$ cat src/rtl/password_lock_param.sv
// Switch-entry password lock: synchronises raw switch levels, turns rising
// edges into digits, checks them against a programmable code and reports
// idle / error / done / in-process status with a failed-try lockout.
module password_lock_param #(
    parameter int                          N_SW         = 10,
    parameter int                          CODE_LEN     = 4,
    parameter int                          DIG_W        = 4,
    parameter logic [CODE_LEN*DIG_W-1:0]   DEFAULT_CODE = 16'h6102,
    parameter bit                          EARLY_FAIL   = 1'b1,
    parameter int                          MAX_TRIES    = 3,
    parameter int                          LOCK_CYC     = 50000000
) (
    input  logic                                clk,
    input  logic                                rst_a_p,
    input  logic [N_SW-1:0]                     switches,
    input  logic                                prog_req,
    output logic [1:0]                          status,
    output logic                                locked_out,
    output logic [$clog2(MAX_TRIES+1)-1:0]      fail_cnt,
    output logic [$clog2(CODE_LEN+1)-1:0]       digit_idx
);

    localparam int CW = CODE_LEN * DIG_W;
    localparam int FW = $clog2(MAX_TRIES + 1);
    localparam int IW = $clog2(CODE_LEN + 1);
    localparam int LW = (LOCK_CYC > 1) ? $clog2(LOCK_CYC) : 1;

    typedef enum logic [2:0] {
        S_IDLE,
        S_ENTRY,
        S_ERROR,
        S_LOCKOUT,
        S_UNLOCKED,
        S_PROGRAM
    } state_t;

    state_t          state, state_n;
    logic [N_SW-1:0] sw_p0, sw_p1, sw_p2;
    logic [N_SW-1:0] pulse;
    logic            ev, valid, wrong, last;
    logic [DIG_W-1:0] digit;
    logic [CW-1:0]   code, code_n, shadow, shadow_n;
    logic            mism, mism_n;
    logic [FW-1:0]   fcnt_n, fail_inc;
    logic [IW-1:0]   didx_n;
    logic [LW-1:0]   lcnt, lcnt_n;

    // Index of the highest set switch pulse; only meaningful for one-hot pulses.
    function automatic logic [DIG_W-1:0] sw_to_digit(input logic [N_SW-1:0] p);
        logic [DIG_W-1:0] d;
        d = '0;
        for (int i = 0; i < N_SW; i++)
            if (p[i]) d = DIG_W'(i);
        return d;
    endfunction

    // Stored digit at a position; positions past the code read as zero.
    function automatic logic [DIG_W-1:0] code_digit(input logic [CW-1:0] c,
                                                    input logic [IW-1:0] idx);
        if (int'(idx) < CODE_LEN) return c[int'(idx)*DIG_W +: DIG_W];
        return '0;
    endfunction

    // Failure counter increment that holds at MAX_TRIES.
    function automatic logic [FW-1:0] sat_inc(input logic [FW-1:0] v);
        if (int'(v) >= MAX_TRIES) return v;
        return v + 1'b1;
    endfunction

    assign pulse    = sw_p1 & ~sw_p2;
    assign ev       = |pulse;
    assign valid    = $onehot(pulse);
    assign digit    = sw_to_digit(pulse);
    assign wrong    = !valid || (digit != code_digit(code, digit_idx));
    assign last     = (int'(digit_idx) == CODE_LEN - 1);
    assign fail_inc = sat_inc(fail_cnt);

    // Next-state, counter and code update logic; IDLE shares the ENTRY path
    // because digit_idx and the mismatch flag are always zero in IDLE.
    always_comb begin
        state_n  = state;
        didx_n   = digit_idx;
        fcnt_n   = fail_cnt;
        mism_n   = mism;
        lcnt_n   = lcnt;
        code_n   = code;
        shadow_n = shadow;
        case (state)
            S_IDLE, S_ENTRY: begin
                if (ev) begin
                    if ((EARLY_FAIL && wrong) || (last && (mism || wrong))) begin
                        fcnt_n = fail_inc;
                        didx_n = '0;
                        mism_n = 1'b0;
                        if (int'(fail_inc) == MAX_TRIES) begin
                            state_n = S_LOCKOUT;
                            lcnt_n  = '0;
                        end else begin
                            state_n = S_ERROR;
                        end
                    end else if (last) begin
                        state_n = S_UNLOCKED;
                        fcnt_n  = '0;
                        didx_n  = '0;
                        mism_n  = 1'b0;
                    end else begin
                        state_n = S_ENTRY;
                        didx_n  = digit_idx + 1'b1;
                        mism_n  = mism | wrong;
                    end
                end
            end
            S_ERROR: begin
                if (ev) state_n = S_IDLE;
            end
            S_LOCKOUT: begin
                if (lcnt == LW'(LOCK_CYC - 1)) begin
                    state_n = S_IDLE;
                    fcnt_n  = '0;
                    lcnt_n  = '0;
                end else begin
                    lcnt_n = lcnt + 1'b1;
                end
            end
            S_UNLOCKED: begin
                fcnt_n = '0;
                if (prog_req) begin
                    state_n = S_PROGRAM;
                    didx_n  = '0;
                end else if (ev) begin
                    state_n = S_IDLE;
                end
            end
            S_PROGRAM: begin
                if (ev) begin
                    if (!valid) begin
                        state_n = S_IDLE;
                        didx_n  = '0;
                    end else begin
                        shadow_n[int'(digit_idx)*DIG_W +: DIG_W] = digit;
                        if (last) begin
                            code_n  = shadow_n;
                            state_n = S_IDLE;
                            didx_n  = '0;
                        end else begin
                            didx_n = digit_idx + 1'b1;
                        end
                    end
                end
            end
            default: state_n = S_IDLE;
        endcase
    end

    // Moore output decode of the registered state.
    always_comb begin
        status = 2'd0;
        case (state)
            S_ERROR, S_LOCKOUT:   status = 2'd1;
            S_UNLOCKED:           status = 2'd2;
            S_ENTRY, S_PROGRAM:   status = 2'd3;
            default:              status = 2'd0;
        endcase
    end

    assign locked_out = (state == S_LOCKOUT);

    // Synchroniser/edge stages: sw_p0, sw_p1 form the 2-FF synchroniser, sw_p2 holds the previous level.
    always_ff @(posedge clk) begin
        if (rst_a_p) begin
            sw_p0     <= '0;
            sw_p1     <= '0;
            sw_p2     <= '0;
            state     <= S_IDLE;
            digit_idx <= '0;
            fail_cnt  <= '0;
            mism      <= 1'b0;
            lcnt      <= '0;
            code      <= DEFAULT_CODE;
        end else begin
            sw_p0     <= switches;
            sw_p1     <= sw_p0;
            sw_p2     <= sw_p1;
            state     <= state_n;
            digit_idx <= didx_n;
            fail_cnt  <= fcnt_n;
            mism      <= mism_n;
            lcnt      <= lcnt_n;
            code      <= code_n;
        end
    end

    // Program shadow buffer; only read back after all digits have been written.
    always_ff @(posedge clk) begin
        shadow <= shadow_n;
    end

endmodule
$ cat config.mk
export PLATFORM = sky130hd
export DESIGN_NAME = password_lock_param
export DESIGN_NICKNAME = d
export VERILOG_FILES = /design/src/rtl/password_lock_param.sv
export SDC_FILE = /design/constraint.sdc
export NUM_CORES = 1
export LEC_CHECK = 0
export ABC_CLOCK_PERIOD_IN_PS = 10900
export BUFFER_PORTS_ARGS = -buffer_cell sky130_fd_sc_hd__buf_2
export CAP_MARGIN = 15
export CORE_ASPECT_RATIO = 0.5
export CORE_MARGIN = 5
export CORE_UTILIZATION = 50
export DETAILED_ROUTE_END_ITERATION = 12
export PLACE_DENSITY_LB_ADDON = 0.15
export SYNTH_ARGS = -nofsm -noshare
export SYNTH_HDL_FRONTEND = slang
export SYNTH_SLANG_ARGS = --single-unit
$ cat constraint.sdc
create_clock -name clk -period 10.9 [get_ports clk]
set_clock_uncertainty 0.15 [all_clocks]
set_input_delay 2.18 -clock clk [delete_from_list [all_inputs] [get_ports clk]]
set_output_delay 2.18 -clock clk [all_outputs]
set_load 0.005 [all_outputs]
==> run summary, run 1 <==
fraction of layout cells with a size suffix above 1 -> 11.7%
Final Hold Slack -> 0.282 ns
Min-Delay Path Class -> reg -> reg
Worst setup EP type -> flop
Final setup violation count -> 0
Synth Cell Area -> 5220 um^2
Resize count post-CTS -> 0
final instance area -> 5610 um^2
achievable frequency -> 0.196 GHz
setup TNS -> 0 ns
P_leak -> 1.90 nW
ANT nets after route -> 0
WHS Endpoint -> sw_p1[8]
DIE WIDTH -> 155 um
max-slew violations -> 0
RSZ-0062 raised after global routing -> false
Worst Path Required -> 11.02 ns
end of the worst register-to-register path -> lcnt[24]
Tot GR Track Use -> 19.4%
DPL Wire Length -> 7900 um
R2R Path Start -> sw_p1[3]
Hold Path Depth -> 1
H-tree depth -> 3
area delta synth->final -> 7.47%
Simple-Gate Fraction of Synth Area -> 26.2%
post-DR wirelength/cell -> 16.0 um
initial antenna violation count -> 0
Worst Tran Pin Value -> 0.942 ns
dominant synthesized flop cell -> dfxtp_1
commonest non-fill, non-tap cells in the layout -> 81 x dfxtp_1, 72 x nand2_1, 49 x a21oi_1
Cell Rows -> 26
Setup CP Type -> reg -> reg
Hold Path Origin -> sw_p0[8]
FF-to-FF path depth -> 16
cts bufs inserted -> 9
Power Total -> 0.000836 W
Final Cycle Share -> 46.9%
Worst EP arrival -> 5.23 ns
EDFF count, synth -> 16
Yosys reg bits -> 97
cells after synthesis -> 592
Worst VDD drop -> 0.0000657 V
pin count of the biggest net entering global routing -> 84
I/O pins -> 21
MaxCap Viol Count -> 0
Clk pin slew, worst setup/hold paths -> 0.07 ns
Worst-Skew Late Latency -> 0.35 ns
die height -> 82.3 um
register area share after synthesis -> 40.2%
first-pass GRT wire length -> 19900 um
fin crit period -> 5.11 ns
outcome -> complete, no violations
CP startpoint -> sw_p1[3]
Final Hold Viols -> 0
# diodes -> 0
area share of fa/ha/maj cells after synthesis -> 4.69%
number of port buffers -> 20
largest family of logic cells by synthesized area -> simple AND/OR/NAND/NOR gates
CTS tree -> done
DR pass1 iterations -> 5
R2R Setup Slk -> 5.79 ns
Placer Congestion -> 0.836
Setup Buffers After CTS -> 0
remaining global-route overflow -> 0
synthesized net count -> 621
XOR/XNOR Fraction of Synth Area -> 0.671%
synth unique cells -> 74
clk root buf -> clkbuf_16
DP Area -> 5340 um^2
most common cell after layout, fill and taps aside -> dfxtp_1
drt drc -> 0
final wirelength -> 11700 um
vias after detailed routing -> 4328
Core Area -> 10200 um^2
CP Max Fanout -> 12
die area -> 12700 um^2
Syn Area/Cell -> 8.82 um^2
deepest clock path buffer count -> 2
clock net sink count -> 97
First DRT Iteration DRCs -> 303
mux share of post-synthesis cell area -> 3.16%
via/cell ratio -> 5.92
Startpoint Class -> flop
Synth Warn # -> 0
FILL cells -> 960
power per cell area -> 149 nW/um^2
Post-CTS Hold Buffers -> 0
Initial Utilization -> 51.1%
slew margin rel. -> 36.3%
Compound-Gate Fraction of Synth Area -> 19.6%
vias in the first global route -> 3995
ys async rst share -> 0%
fin nets -> 615
power breakdown:
part	internal [W]	switching, W	leakage, nW
registers	0.000384	0.0000313	0.766
logic	0.0000538	0.0000730	1.00
clock network	0.000157	0.000137	0.134
critical path, cell delays in order (launching register included):
cell       delay [ns]
dfxtp_1          0.32
nor2b_2          0.19
inv_2            0.06
fa_1             0.45
fa_1             0.53
fa_1             0.41
inv_1            0.07
ha_1             0.15
inv_1            0.05
fa_1             0.37
a2111oi_0        0.40
a21oi_1          0.08
nor2_1           0.23
nand4_2          0.30
nor2_1           0.78
o311ai_0         0.28
a211oi_2         0.21
sequential cells by signal (all words and copies together) (netlist names), 3 cells and up:
register / count
code: 16
digit_idx: 3
lcnt: 26
shadow: 16
state: 3
sw_p0: 10
sw_p1: 10
sw_p2: 10
layout make-up:
class | count | area, um^2 | area share, %
sequential | 97 | 2100 | 37.4
clock inverter | 5 | 40.0 | 0.713
clock buffer | 11 | 233 | 4.15
timing repair buffer | 24 | 130 | 2.32
tap | 140 | 175 | 3.12
inverter | 24 | 90.1 | 1.60
multi-input combinational | 430 | 2840 | 50.7
per-layer routing:
layer	vias up	GRT usage (%)	part of all wire, %	wire (um)
li1	2150	-	-	-
met1	2070	26.5	49	5720
met4	0	5.11	1.0	120
met2	94	31.6	46	5350
met3	14	4.37	4.6	543
met5	-	0	0	0
cell usage after synthesis (all sizes together) (12+ instances only):
cell	number	area share, %
a211oi	16	2.4
inv	24	1.7
a22o	12	2.0
nor2	24	1.8
nor3	14	1.4
nand3	27	2.7
a31oi	14	1.8
dfxtp	81	31
buf	17	1.9
o21ai	14	1.5
edfxtp	16	9.2
clkbuf	24	1.7
a21oi	50	4.8
nor2b	38	4.8
nand2	73	5.3
worst max path at each step:
stage	to	slack, ns	cells after the start
5_1_grt	lcnt[24]	5.31	16
4_1_cts	lcnt[24]	5.77	16
3_5_place_dp	lcnt[24]	5.79	16
6_report	lcnt[24]	5.79	16
3_3_place_gp	lcnt[24]	5.95	16
2_1_floorplan	code[0]	5.89	18
per-stage QoR:
| stage | setup slack, ns | util (%) | instances |
|---|---|---|---|
| floorplan | 5.89 | - | 592 |
| global placement | 5.95 | 52.3 | 715 |
| detailed placement | 5.79 | 52.3 | 715 |
| CTS | 5.77 | 55.0 | 731 |
| global route | 5.31 | 55.0 | 731 |
| finish | 5.79 | 55.0 | 731 |
logic make-up (layout without fill, tap and decap cells):
logic type | Yosys count | count (layout)
xor gates and xnor gates | 4 | 4
buffers and inverters | 65 | 64
DFF | 97 | 97
muxes | 11 | 11
adders and majority gates | 16 | 16
AOI/OAI and AO/OA | 150 | 150
and+or+nand+nor | 249 | 249
Power figures use the tool's default switching activity.
==> run 2, diff against run 1 <==
--- a/config.mk
+++ b/config.mk
@@ -5,7 +5,7 @@
 export SDC_FILE = /design/constraint.sdc
 export NUM_CORES = 1
 export LEC_CHECK = 0
-export ABC_CLOCK_PERIOD_IN_PS = 10900
+export ABC_CLOCK_PERIOD_IN_PS = 5050
 export BUFFER_PORTS_ARGS = -buffer_cell sky130_fd_sc_hd__buf_2
 export CAP_MARGIN = 15
 export CORE_ASPECT_RATIO = 0.5
==> constraint.sdc (replaced) <==
create_clock -name clk -period 5.05 [get_ports clk]
set_clock_uncertainty 0.15 [all_clocks]
set_input_delay 1.01 -clock clk [delete_from_list [all_inputs] [get_ports clk]]
set_output_delay 1.01 -clock clk [all_outputs]
set_load 0.005 [all_outputs]
==> run 2 against run 1 <==
Non-clock buffer count grew 3. Utilization increased by 0.60 points. Final cell count is 0.41% higher. Flip-flop and latch count is the same. Total power rose by 120%. Critical path type unchanged. Highest routed layer unchanged.
==> run summary, run 2 (synthesis gave the netlist of run 1 again) <==
fin crit period -> 4.63 ns
cts bufs inserted -> 9
setup TNS -> 0 ns
final wirelength -> 11600 um
fraction of layout cells with a size suffix above 1 -> 12.8%
max-slew violations -> 0
via/cell ratio -> 5.89
Worst EP arrival -> 4.73 ns
final cell count without fillers -> 734
post-DR wirelength/cell -> 15.7 um
DPL Wire Length -> 7650 um
Placer Congestion -> 0.800
Startpoint Class -> flop
outcome -> complete, no violations
First DRT Iteration DRCs -> 296
Worst-Skew Late Latency -> 0.35 ns
H-tree depth -> 3
deepest clock path buffer count -> 2
Worst VDD drop -> 0.000178 V
number of port buffers -> 20
DIE WIDTH -> 155 um
Final setup violation count -> 0
Final Hold Slack -> 0.279 ns
FILL cells -> 969
Top Registers -> lcnt: 26 flops, code: 16 flops, shadow: 16 flops
CP Max Fanout -> 18
Clk pin slew, worst setup/hold paths -> 0.07 ns
die height -> 82.3 um
Seq. cell area -> 2100 um^2
first-pass GRT wire length -> 19800 um
RSZ-0062 raised after global routing -> false
die area -> 12700 um^2
max FFs per register -> 26
fin nets -> 618
clock net sink count -> 97
Reg with most FFs -> lcnt
achievable frequency -> 0.216 GHz
Worst Path Required -> 5.15 ns
area delta synth->final -> 8.65%
ANT nets after route -> 0
Final Cycle Share -> 91.7%
Final Hold Viols -> 0
Worst setup EP type -> flop
Tot GR Track Use -> 19.1%
Setup CP Type -> reg -> reg
vias in the first global route -> 3990
Placed Cells -> 717
R2R Setup Slk -> 0.42 ns
P_leak -> 1.94 nW
Worst Tran Pin Value -> 1.08 ns
slew margin rel. -> 27.9%
pin count of the biggest net entering global routing -> 57
drt drc -> 0
MaxCap Viol Count -> 0
remaining global-route overflow -> 0
clk root buf -> clkbuf_16
Cell Rows -> 26
area of the multi-input gates -> 2850 um^2
power per cell area -> 326 nW/um^2
Core Area -> 10200 um^2
Min-Delay Path Class -> reg -> reg
DR pass1 iterations -> 5
most common cell after layout, fill and taps aside -> dfxtp_1
commonest non-fill, non-tap cells in the layout -> 81 x dfxtp_1, 72 x nand2_1, 49 x a21oi_1
CTS tree -> done
Initial Utilization -> 51.1%
# diodes -> 0
vias after detailed routing -> 4326
Post-CTS Hold Buffers -> 0
initial antenna violation count -> 0
I/O pins -> 21
## run 2: cell type report
cell class,count,area share [%]
clock buffer,10,4.21
clock inverter,6,1.01
inverter,24,1.59
multi-input combinational,430,50.2
sequential,97,37.0
tap,140,3.09
timing repair buffer,27,2.82
## run 2: critical path, cell delays in order (launching register included)
cell       delay [ns]
dfxtp_1          0.32
nor2b_2          0.19
inv_2            0.06
fa_1             0.45
fa_1             0.53
fa_1             0.41
inv_1            0.07
ha_1             0.15
inv_1            0.05
fa_1             0.37
a2111oi_0        0.38
a21oi_1          0.10
nor2_2           0.18
and4_4           0.34
a21o_2           0.18
a21oi_2          0.12
buf_8            0.21
nor4b_1          0.26
## run 2: worst paths after layout
path,from,to,cells after the start
setup / recovery,sw_p1[3],lcnt[0],17
hold / removal,sw_p0[3],sw_p1[3],1
setup reg to reg,sw_p1[3],lcnt[0],17
hold reg to reg,sw_p0[3],sw_p1[3],1
## run 2: what timing repair did
action,CTS,global route
resized for setup,0,2
endpoints found under the setup margin,0,23
setup buffers,0,0
## run 2: where the power goes
part	switching (W)	internal [W]	leakage, nW	total, W
sequential	0.0000672	0.000827	0.766	0.000895
combinational	0.000158	0.000121	1.02	0.000279
clock	0.000317	0.000359	0.147	0.000676
## run 2: layer usage
layer  GRT usage [%]  routed length [um]  up-vias
met5               0                   0        -
met3            3.70                 515       10
met4            5.37                 115        0
met2            31.1                5180       91
li1                -                   -     2157
met1            26.2                5740     2068
## run 2: per-stage QoR
step	area [um^2]	setup WS, ns	total power [W]	utilization (%)
global route	5680	0.0334	0.00195	55.6
CTS	5650	0.257	0.00186	55.3
detailed placement	5360	0.294	0.00118	52.4
global placement	5360	0.394	0.00118	52.4
finish	5680	0.417	0.00185	55.6
floorplan	5220	0.0358	0.00113	-
